<file path="config.mk">
export PLATFORM = sky130hd
export DESIGN_NAME = mod_n_counter_arbiter_flat
export DESIGN_NICKNAME = d
export VERILOG_FILES = /design/src/rtl/mod_n_counter_arbiter_if.sv /design/src/rtl/mod_n_counter_arbiter.sv /design/src/flat_wrapper.sv
export SDC_FILE = /design/constraint.sdc
export NUM_CORES = 1
export LEC_CHECK = 0
export CAP_MARGIN = 5
export CORE_ASPECT_RATIO = 0.7
export CORE_MARGIN = 2
export CORE_UTILIZATION = 32
export CTS_CLUSTER_SIZE = 28
export DETAILED_ROUTE_END_ITERATION = 16
export GPL_TIMING_DRIVEN = 1
export HOLD_SLACK_MARGIN = 0.06
export SETUP_SLACK_MARGIN = 0.4
export SLEW_MARGIN = 20
export SYNTH_ARGS = -nofsm -noshare
export SYNTH_HDL_FRONTEND = slang
export SYNTH_SLANG_ARGS = --single-unit
</file>
<file path="constraint.sdc">
create_clock -name clk -period 3.4 [get_ports clk]
set_input_delay 0.68 -clock clk [delete_from_list [all_inputs] [get_ports clk]]
set_output_delay 0.68 -clock clk [all_outputs]
set_load 0.05 [all_outputs]
</file>
<file path="src/rtl/mod_n_counter_arbiter_if.sv">
// Request/load/result bundle between the event sources and the shared mod-N counter.
// The master drives requests and loads; the slave returns acks and results.
interface mod_n_counter_arbiter_if #(
  parameter int WIDTH   = 32,
  parameter int NUM_REQ = 4,
  parameter int SELW    = $clog2(NUM_REQ)
);
  logic [NUM_REQ-1:0] req;
  logic               load_en;
  logic [SELW-1:0]    load_sel;
  logic [WIDTH-1:0]   load_val;
  logic [NUM_REQ-1:0] ack;
  logic [SELW-1:0]    ack_idx;
  logic [WIDTH-1:0]   count_out;
  logic               wrap;
  logic               busy;

  modport master (
    output req, load_en, load_sel, load_val,
    input  ack, ack_idx, count_out, wrap, busy
  );

  modport slave (
    input  req, load_en, load_sel, load_val,
    output ack, ack_idx, count_out, wrap, busy
  );
endinterface

</file>
<file path="src/rtl/mod_n_counter_arbiter.sv">
// Round-robin shared mod-N incrementer over a bank of per-requester counter slots.
// Two-stage pipeline (arbitrate, execute), all state on the falling clock edge.
module mod_n_counter_arbiter #(
  parameter int N       = 256,
  parameter int WIDTH   = 32,
  parameter int NUM_REQ = 4
) (
  input  logic                   clk,
  input  logic                   rst,
  mod_n_counter_arbiter_if.slave bus
);
  localparam int SELW = $clog2(NUM_REQ);

  logic [WIDTH-1:0]   slot [NUM_REQ];
  logic [SELW-1:0]    rr_ptr;
  logic               vld_p1;
  logic [SELW-1:0]    idx_p1;

  logic [NUM_REQ-1:0] inflight_mask;
  logic [NUM_REQ-1:0] eligible;
  logic               grant_vld;
  logic [SELW-1:0]    grant_idx;
  logic [SELW-1:0]    ptr_next;
  logic [WIDTH-1:0]   inc_val;
  logic               collide;
  logic               load_ok;

  // Values at or above N-1 (including out-of-range loads) roll over to zero.
  function automatic logic [WIDTH-1:0] mod_inc(input logic [WIDTH-1:0] v);
    if (v >= WIDTH'(N - 1)) return '0;
    else                    return v + WIDTH'(1);
  endfunction

  always_comb begin
    inflight_mask = '0;
    if (vld_p1) inflight_mask[idx_p1] = 1'b1;
    eligible = bus.req & ~inflight_mask;
  end

  // Circular scan starting at rr_ptr; a load stalls arbitration for the edge.
  always_comb begin
    int               c;
    logic [SELW-1:0]  ci;
    grant_vld = 1'b0;
    grant_idx = '0;
    c         = 0;
    ci        = '0;
    if (!bus.load_en) begin
      for (int i = 0; i < NUM_REQ; i++) begin
        c  = (int'(rr_ptr) + i) % NUM_REQ;
        ci = SELW'(c);
        if (!grant_vld && eligible[ci]) begin
          grant_vld = 1'b1;
          grant_idx = ci;
        end
      end
    end
    ptr_next = (int'(grant_idx) == NUM_REQ - 1) ? '0 : grant_idx + SELW'(1);
  end

  always_comb begin
    inc_val = mod_inc(slot[idx_p1]);
    load_ok = int'(bus.load_sel) < NUM_REQ;
    collide = bus.load_en && load_ok && (bus.load_sel == idx_p1);
  end

  assign bus.busy = vld_p1;

  always_ff @(negedge clk or negedge rst) begin
    if (!rst) begin
      for (int i = 0; i < NUM_REQ; i++) slot[i] <= '0;
      rr_ptr        <= '0;
      vld_p1        <= 1'b0;
      idx_p1        <= '0;
      bus.ack       <= '0;
      bus.ack_idx   <= '0;
      bus.count_out <= '0;
      bus.wrap      <= 1'b0;
    end else begin
      // Stage 0 -> 1: register the grant
      vld_p1 <= grant_vld;
      if (grant_vld) begin
        idx_p1 <= grant_idx;
        rr_ptr <= ptr_next;
      end

      // Stage 1 -> result: execute the increment, a colliding load overrides it
      if (vld_p1) begin
        bus.ack     <= NUM_REQ'(1) << idx_p1;
        bus.ack_idx <= idx_p1;
        if (collide) begin
          bus.count_out <= bus.load_val;
          bus.wrap      <= 1'b0;
        end else begin
          slot[idx_p1]  <= inc_val;
          bus.count_out <= inc_val;
          bus.wrap      <= (inc_val == '0);
        end
      end else begin
        bus.ack  <= '0;
        bus.wrap <= 1'b0;
      end

      if (bus.load_en && load_ok) slot[bus.load_sel] <= bus.load_val;
    end
  end
endmodule

</file>
<file path="src/flat_wrapper.sv">
// flat-port wrapper written by rule: the top's interface ports become plain ports
module mod_n_counter_arbiter_flat 
#(
  parameter int N       = 256,
  parameter int WIDTH   = 32,
  parameter int NUM_REQ = 4
)
  (clk, rst, bus_req, bus_load_en, bus_load_sel, bus_load_val, bus_ack, bus_ack_idx, bus_count_out, bus_wrap, bus_busy);
  mod_n_counter_arbiter_if #(.WIDTH(WIDTH), .NUM_REQ(NUM_REQ), .SELW((2))) bus_i ();
  input  logic clk;
  input  logic rst;
  input wire logic [$bits(bus_i.req)-1:0] bus_req;
  input wire logic [$bits(bus_i.load_en)-1:0] bus_load_en;
  input wire logic [$bits(bus_i.load_sel)-1:0] bus_load_sel;
  input wire logic [$bits(bus_i.load_val)-1:0] bus_load_val;
  output wire logic [$bits(bus_i.ack)-1:0] bus_ack;
  output wire logic [$bits(bus_i.ack_idx)-1:0] bus_ack_idx;
  output wire logic [$bits(bus_i.count_out)-1:0] bus_count_out;
  output wire logic [$bits(bus_i.wrap)-1:0] bus_wrap;
  output wire logic [$bits(bus_i.busy)-1:0] bus_busy;
  assign bus_i.req = bus_req;
  assign bus_i.load_en = bus_load_en;
  assign bus_i.load_sel = bus_load_sel;
  assign bus_i.load_val = bus_load_val;
  assign bus_ack = bus_i.ack;
  assign bus_ack_idx = bus_i.ack_idx;
  assign bus_count_out = bus_i.count_out;
  assign bus_wrap = bus_i.wrap;
  assign bus_busy = bus_i.busy;
  mod_n_counter_arbiter #(.N(N), .WIDTH(WIDTH), .NUM_REQ(NUM_REQ)) u_core (.clk(clk), .rst(rst), .bus(bus_i));
endmodule
</file>
==> results of run 1 <==
-- stage by stage --
stage	worst slack (ns)	total power [W]	setup TNS, ns	hold slack (ns)	utilization [%]
after CTS	-0.2172	0.008503	-0.7156	0.4451	49.47
after floorplan	-0.4582	0.004779	-1.021	0.4214	-
after detailed placement	-1.178	0.005918	-116.90	0.4380	41.87
after global placement	-1.107	0.005827	-106.84	0.4406	41.87
after global routing	-0.2774	0.009132	-1.374	0.4517	51.55
final	-0.2440	0.008768	-0.4718	0.4468	51.55
-- flip-flops by register name, indices dropped and copies added (netlist names) --
name,count
u_core.bus.ack,4
u_core.rr_ptr,2
u_core.bus.busy,1
u_core.idx_p1,2
u_core.slot,128
u_core.bus.wrap,1
u_core.bus.count_out,32
u_core.bus.ack_idx,2
-- logic make-up (layout without fill, tap and decap cells) --
group	after synthesis	after routing	synth area share, %
flip-flops	172	172	57.69
buffers and inverters	57	255	3.572
AO/OA/AOI/OAI	243	243	25.68
AND/OR/NAND/NOR	111	113	7.916
multiplexers	14	14	3.522
XOR/XNOR	11	11	1.291
adder cells (fa/ha/maj)	2	2	0.3353
-- path summary, 6_finish.rpt --
path,to,depth (start not counted),from,slack [ns]
worst max-delay path,u_core.rr_ptr[1]$_DFFE_NN0P_,9,bus_req[0],-0.24
min in group asynchronous,u_core.slot[30]$_DFF_NN0_,1,rst,1.76
worst max register to register,u_core.bus.wrap$_DFF_NN0_,8,u_core.idx_p1[0]$_DFFE_NN0P_,0.40
worst min register to register,u_core.slot[29]$_DFF_NN0_,1,u_core.slot[29]$_DFF_NN0_,0.45
max in group asynchronous,u_core.slot[96]$_DFF_NN0_,2,rst,1.06
worst min-delay path,u_core.slot[29]$_DFF_NN0_,1,u_core.slot[29]$_DFF_NN0_,0.45
-- metal layers --
metal  part of all wire [%]  global-route usage (%)  vias up
met5                      0                       0        -
met4                    2.0                   6.790        0
met1                     44                   31.41     3414
met2                     45                   32.36      346
li1                       -                       -     2779
met3                    8.5                   5.456       50
-- final cells by class --
class / count / area, um^2 / area share, %
Inverter: 10 / 37.54 / 0.3195
Timing Repair Buffer: 214 / 2965 / 25.24
Clock buffer: 19 / 442.9 / 3.770
Sequential cell: 172 / 4304 / 36.63
Tap cell: 312 / 390.4 / 3.323
Multi-Input combinational cell: 383 / 3471 / 29.54
Clock inverter: 12 / 137.6 / 1.171
-- power by group through the flow --
stage	logic (W)	registers [W]	clock network, W
finish	0.00380	0.00300	0.00197
global route	0.00400	0.00304	0.00209
CTS	0.00354	0.00297	0.00200
detailed placement	0.00288	0.00304	0
global placement	0.00282	0.00301	0
floorplan	0.00163	0.00315	0
-- placed cells by master (no fill, tap or decap), types with 8 or more instances in the layout --
cell             Yosys  routed
inv_1                9       9
nor2_4               0       9
a22oi_2              0      35
clkdlybuf4s50_1      0      29
o31ai_1             19       8
clkbuf_16            0      27
o21ai_1              0      19
nor4_1              16      16
buf_16               0       8
nand2_1             21      19
buf_12               0      63
nor2_1              19      11
nand3_1             18      11
a22o_1             120     120
dfrtn_1            172     172
o31ai_2              2      11
buf_4                0      65
buf_6                4      28
-- critical path: stages --
cell	delay [ns]
buf_12	0.09
nand2b_4	0.12
a21oi_2	0.04
o311a_1	0.37
a221oi_2	0.22
or2_4	0.19
nor3_4	0.04
ha_4	0.20
mux2_4	0.24
-- repair_timing --
action,4_1_cts,5_1_grt
cloned,14,6
pin swaps,79,87
setup buffers,42,16
resized for setup,142,47
endpoints found under the setup margin,206,184
==> flow_metrics.env, run 1 <==
export IMPL_outcome="finished with violations"
export IMPL_violations="negative setup slack"
export IMPL_grt_pass1_vias=6721
export IMPL_via_per_inst=5.873
export IMPL_switching_share_pct=36.95
export IMPL_cts_tree="built"
export IMPL_routedWlPerCell_um=24.22
export IMPL_drt_wl_total_mm=27.17
export IMPL_rsz0062_at_grt="yes"
export IMPL_initialDrtViolationCount=661
export IMPL_drv_slew=0
export IMPL_cts_buffers_inserted=17
export IMPL_cp_end_kind="register"
export IMPL_die_height_um=131.8
export IMPL_max_cap_viol_count=0
export IMPL_synth_area_um2=7461
export IMPL_synthFlopType="dfrtn_1"
export IMPL_clock_sinks=172
export IMPL_antenna_cells=0
export IMPL_antenna_found_initial=0
export IMPL_pwr_share_seq_pct=34.2
export IMPL_power_density_nw_per_um2=746.3
export IMPL_worst_path_max_fanout=4
export IMPL_grt_first_pass_wirelength_mm=40.86
export IMPL_cts_root_buffer="clkbuf_16"
export IMPL_cts_reportedPaths_clkPinSlew_ns=0.05
export IMPL_start_kind="input port"
export IMPL_setup_slack_ns=-0.2440
export IMPL_synth_edff_count=0
export IMPL_initial_core_util_pct=32.73
export IMPL_dr_pass1_iters=5
export IMPL_intPower_w=0.005528
export IMPL_layout_nets=841
export IMPL_place_gp_congestion=0.9156
export IMPL_netlist_top_cells_count="dfrtn_1, a22o_1, a22oi_1"
export IMPL_dieArea_um2=24570
export IMPL_syn_num_nets=653
export IMPL_dp_cells=1013
export IMPL_placed_cell_area_um2=9543
export IMPL_num_vias=6589
export IMPL_ctsLongestPathBuffers=2
export IMPL_syn_to_final_growth_pct=57.47
export IMPL_drc_errors=0
export IMPL_peakVddDrop_uv=482.1
export IMPL_ys_warn_count=0
export IMPL_dp_hpwl_mm=16.10
export IMPL_finalClockSkew_ns=0.01670
export IMPL_finalNonFillerCells=1122
export IMPL_synth_seq_cells=172
export IMPL_cp_arrival_ns=2.20
export IMPL_num_io_pins=81
export IMPL_synth_area_leaders="dfrtn_1, a22o_1, a22oi_1, mux4_2, o31ai_1"
export IMPL_synth_top_area_share_pct=57.69
export IMPL_ys_seq_area_share_pct=57.69
export IMPL_cp_data_required_time_ns=1.95
export IMPL_yosysTopAreaCell="dfrtn_1"
export IMPL_grt_max_degree=43
export IMPL_htreeDepth=4
export IMPL_worstMarginPinSlew_ns=0.9473
export IMPL_synthArstFlopShare_pct=100.0
export IMPL_slew_headroom_pct=36.39
export IMPL_grtUsageTotal_pct=21.82
export IMPL_hp_class="register to register"
export IMPL_p_leak_nw=5.169
export IMPL_hold_viol=0
export IMPL_setup_violations=17
export IMPL_ant_nets=0
export IMPL_io_buffer_count=80
export IMPL_clock_latency_ns=0.42
export IMPL_yosysUniqueCellTypes=51
export IMPL_fp_coreArea_um2=22790
export IMPL_combPwrFrac_pct=43.3
export IMPL_clkPwrFrac_pct=22.5
export IMPL_die_w_um=186.5
export IMPL_path_class="input port to register"
export IMPL_switching_power_w=0.003240
export IMPL_num_rows=46
export IMPL_grt_overflow=0
export IMPL_synth_avg_cell_area_um2=12.23
export IMPL_finalInstanceArea_um2=11750
export IMPL_cts_hold_buf=0
export IMPL_syn_inst=610
export IMPL_drive_gt1_share_pct=39.14
export IMPL_num_fill_cells=1915
export IMPL_synthMostInstantiatedCell="dfrtn_1"
Power figures use the tool's default switching activity.
==> inputs of run 2 (changes only) <==
--- a/config.mk
+++ b/config.mk
@@ -11,6 +11,7 @@
 export CORE_UTILIZATION = 32
 export CTS_CLUSTER_SIZE = 28
 export DETAILED_ROUTE_END_ITERATION = 16
+export DONT_BUFFER_PORTS = 1
 export GPL_TIMING_DRIVEN = 1
 export HOLD_SLACK_MARGIN = 0.06
 export SETUP_SLACK_MARGIN = 0.4
==> run 2 against run 1 <==
The run still ends with negative setup slack left. Final area decreased by 23%. First-iteration DRC count shrank 30%. Via count shrank 14%. Sequential cell count did not move. Global-route usage down 2.7 points. Clock power about the same.
==> flow_metrics.env, run 2 (same netlist as run 1, synthesis figures left out) <==
export IMPL_layout_common_cells="dfrtn_1, a22o_1, buf_4"
export IMPL_cp_data_required_time_ns=2.72
export IMPL_regArea_um2=4304
export IMPL_initialDrtViolationCount=462
export IMPL_finalClockSkew_ns=0.006511
export IMPL_switching_share_pct=37.80
export IMPL_clock_sinks=172
export IMPL_cts_buffers_inserted=17
export IMPL_place_ws_ns=-0.5834
export IMPL_num_fill_cells=2157
export IMPL_dp_hpwl_mm=14.85
export IMPL_cts_root_buffer="clkbuf_16"
export IMPL_io_buffer_count=0
export IMPL_largest_register="u_core.slot"
export IMPL_intPower_w=0.004688
export IMPL_antenna_cells=0
export IMPL_grt_pass1_vias=5750
export IMPL_hold_ws_ns=0.4436
export IMPL_dr_pass1_iters=7
export IMPL_setup_slack_ns=-0.1708
export IMPL_drive_gt1_share_pct=23.09
export IMPL_max_cap_viol_count=0
export IMPL_place_gp_congestion=0.9108
export IMPL_path_class="register to output port"
export IMPL_pwr_share_seq_pct=43.1
export IMPL_violations="negative setup slack"
export IMPL_via_per_inst=5.949
export IMPL_rr_worst_depth=8
export IMPL_largestRegisters="u_core.slot: 128 flops, u_core.bus.count_out: 32 flops, u_core.bus.ack: 4 flops"
export IMPL_crit_end="bus_count_out[30]"
export IMPL_power_density_nw_per_um2=836.5
export IMPL_htreeDepth=4
export IMPL_num_io_pins=81
export IMPL_dieArea_um2=24570
export IMPL_slew_headroom_pct=49.47
export IMPL_grtUsageTotal_pct=19.08
export IMPL_largest_register_ffs=128
export IMPL_initial_core_util_pct=32.73
export IMPL_die_height_um=131.8
export IMPL_ctsLongestPathBuffers=2
export IMPL_critPathLaunch="u_core.bus.count_out[30]$_DFFE_NN0P_"
export IMPL_ant_nets=0
export IMPL_drv_slew=0
export IMPL_start_kind="register"
export IMPL_hp_class="register to register"
export IMPL_hold_viol=0
export IMPL_antenna_found_initial=0
export IMPL_outcome="finished with violations"
export IMPL_cp_depth=0
export IMPL_fp_coreArea_um2=22790
export IMPL_clkPwrFrac_pct=26.2
export IMPL_worst_path_max_fanout=2
export IMPL_cp_arrival_ns=2.89
export IMPL_num_rows=46
export IMPL_cp_end_kind="output port"
export IMPL_timing_rr_end="u_core.bus.wrap$_DFF_NN0_"
export IMPL_rsz0062_at_grt="yes"
export IMPL_switching_power_w=0.002849
export IMPL_final_common_cell="dfrtn_1"
export IMPL_reg2reg_setup_slack_ns=0.62
export IMPL_drt_wl_total_mm=23.09
export IMPL_grt_first_pass_wirelength_mm=35.95
export IMPL_layout_nets=671
export IMPL_cts_reportedPaths_clkPinSlew_ns=0.05
export IMPL_grt_overflow=0
export IMPL_cts_tree="built"
export IMPL_reg2reg_from="u_core.idx_p1[0]$_DFFE_NN0P_"
export IMPL_worstMarginPinSlew_ns=0.7525
export IMPL_peakVddDrop_uv=387.1
export IMPL_num_vias=5669
export IMPL_p_leak_nw=3.924
export IMPL_multiInputGateArea_um2=3232
export IMPL_syn_to_final_growth_pct=20.76
export IMPL_dp_cells=909
export IMPL_setup_tns_ns=-3.677
export IMPL_grt_max_degree=173
export IMPL_clock_latency_ns=0.41
export IMPL_die_w_um=186.5
export IMPL_combPwrFrac_pct=30.7
export IMPL_drc_errors=0
export IMPL_finalNonFillerCells=953
export IMPL_routedWlPerCell_um=24.23
export IMPL_setup_violations=40
## run 2: final cells by class
class / count / share of cell area, %
Timing Repair Buffer: 44 / 5.097
Multi-Input combinational cell: 383 / 35.87
Clock buffer: 17 / 4.722
Inverter: 10 / 0.4166
Sequential cell: 172 / 47.77
Clock inverter: 15 / 1.791
Tap cell: 312 / 4.333
## run 2: metal layers
layer  GRT usage (%)  share of wire [%]  vias up
met1           28.64                 48     2963
li1                -                  -     2443
met4           6.878                2.0        0
met5               0                  0        -
met3           4.658                7.8       37
met2           26.51                 43      226
## run 2: power by group through the flow
| stage | clock [W] | combinational [W] | sequential (W) |
|---|---|---|---|
| floorplan | 0 | 0.00163 | 0.00315 |
| global placement | 0 | 0.00200 | 0.00327 |
| detailed placement | 0 | 0.00206 | 0.00330 |
| CTS | 0.00200 | 0.00219 | 0.00325 |
| global route | 0.00211 | 0.00249 | 0.00330 |
| finish | 0.00197 | 0.00232 | 0.00325 |
## run 2: worst min path at each step
| stage | start | to | depth (start not counted) |
|---|---|---|---|
| floorplan | u_core.slot[31]$_DFF_NN0_ | u_core.slot[31]$_DFF_NN0_ | 1 |
| detailed placement | u_core.slot[63]$_DFF_NN0_ | u_core.slot[63]$_DFF_NN0_ | 1 |
| global placement | u_core.slot[31]$_DFF_NN0_ | u_core.slot[31]$_DFF_NN0_ | 1 |
| global route | u_core.slot[117]$_DFF_NN0_ | u_core.slot[117]$_DFF_NN0_ | 1 |
| CTS | u_core.slot[63]$_DFF_NN0_ | u_core.slot[63]$_DFF_NN0_ | 1 |
| finish | u_core.slot[63]$_DFF_NN0_ | u_core.slot[63]$_DFF_NN0_ | 1 |
## run 2: repair_timing
| action | CTS | global route |
|---|---|---|
| buffers inserted | 3 | 6 |
| endpoints found under the setup margin | 109 | 70 |
| cloned | 2 | 1 |
| hold buffers | 0 | 0 |
| hold endpoints to repair | 0 | 0 |
| resized for setup | 19 | 15 |
| pin swaps | 4 | 8 |
## run 2: worst reg2reg max path, cell delays in order (launching register included)
cell       delay [ns]
dfrtn_1          0.43
buf_12           0.14
buf_4            0.16
mux4_1           0.68
and2_4           0.23
nand3_2          0.10
and3_1           0.39
nand2_4          0.26
o2bb2ai_1        0.22
## run 2: per-stage QoR
stage	utilization, %	total power (W)	instance area (um^2)
final	39.53	0.007537	9010
after global routing	39.53	0.007901	9010
after CTS	38.84	0.007441	8852
after detailed placement	35.69	0.005352	8135
after global placement	35.69	0.005275	8135
after floorplan	-	0.004779	7899
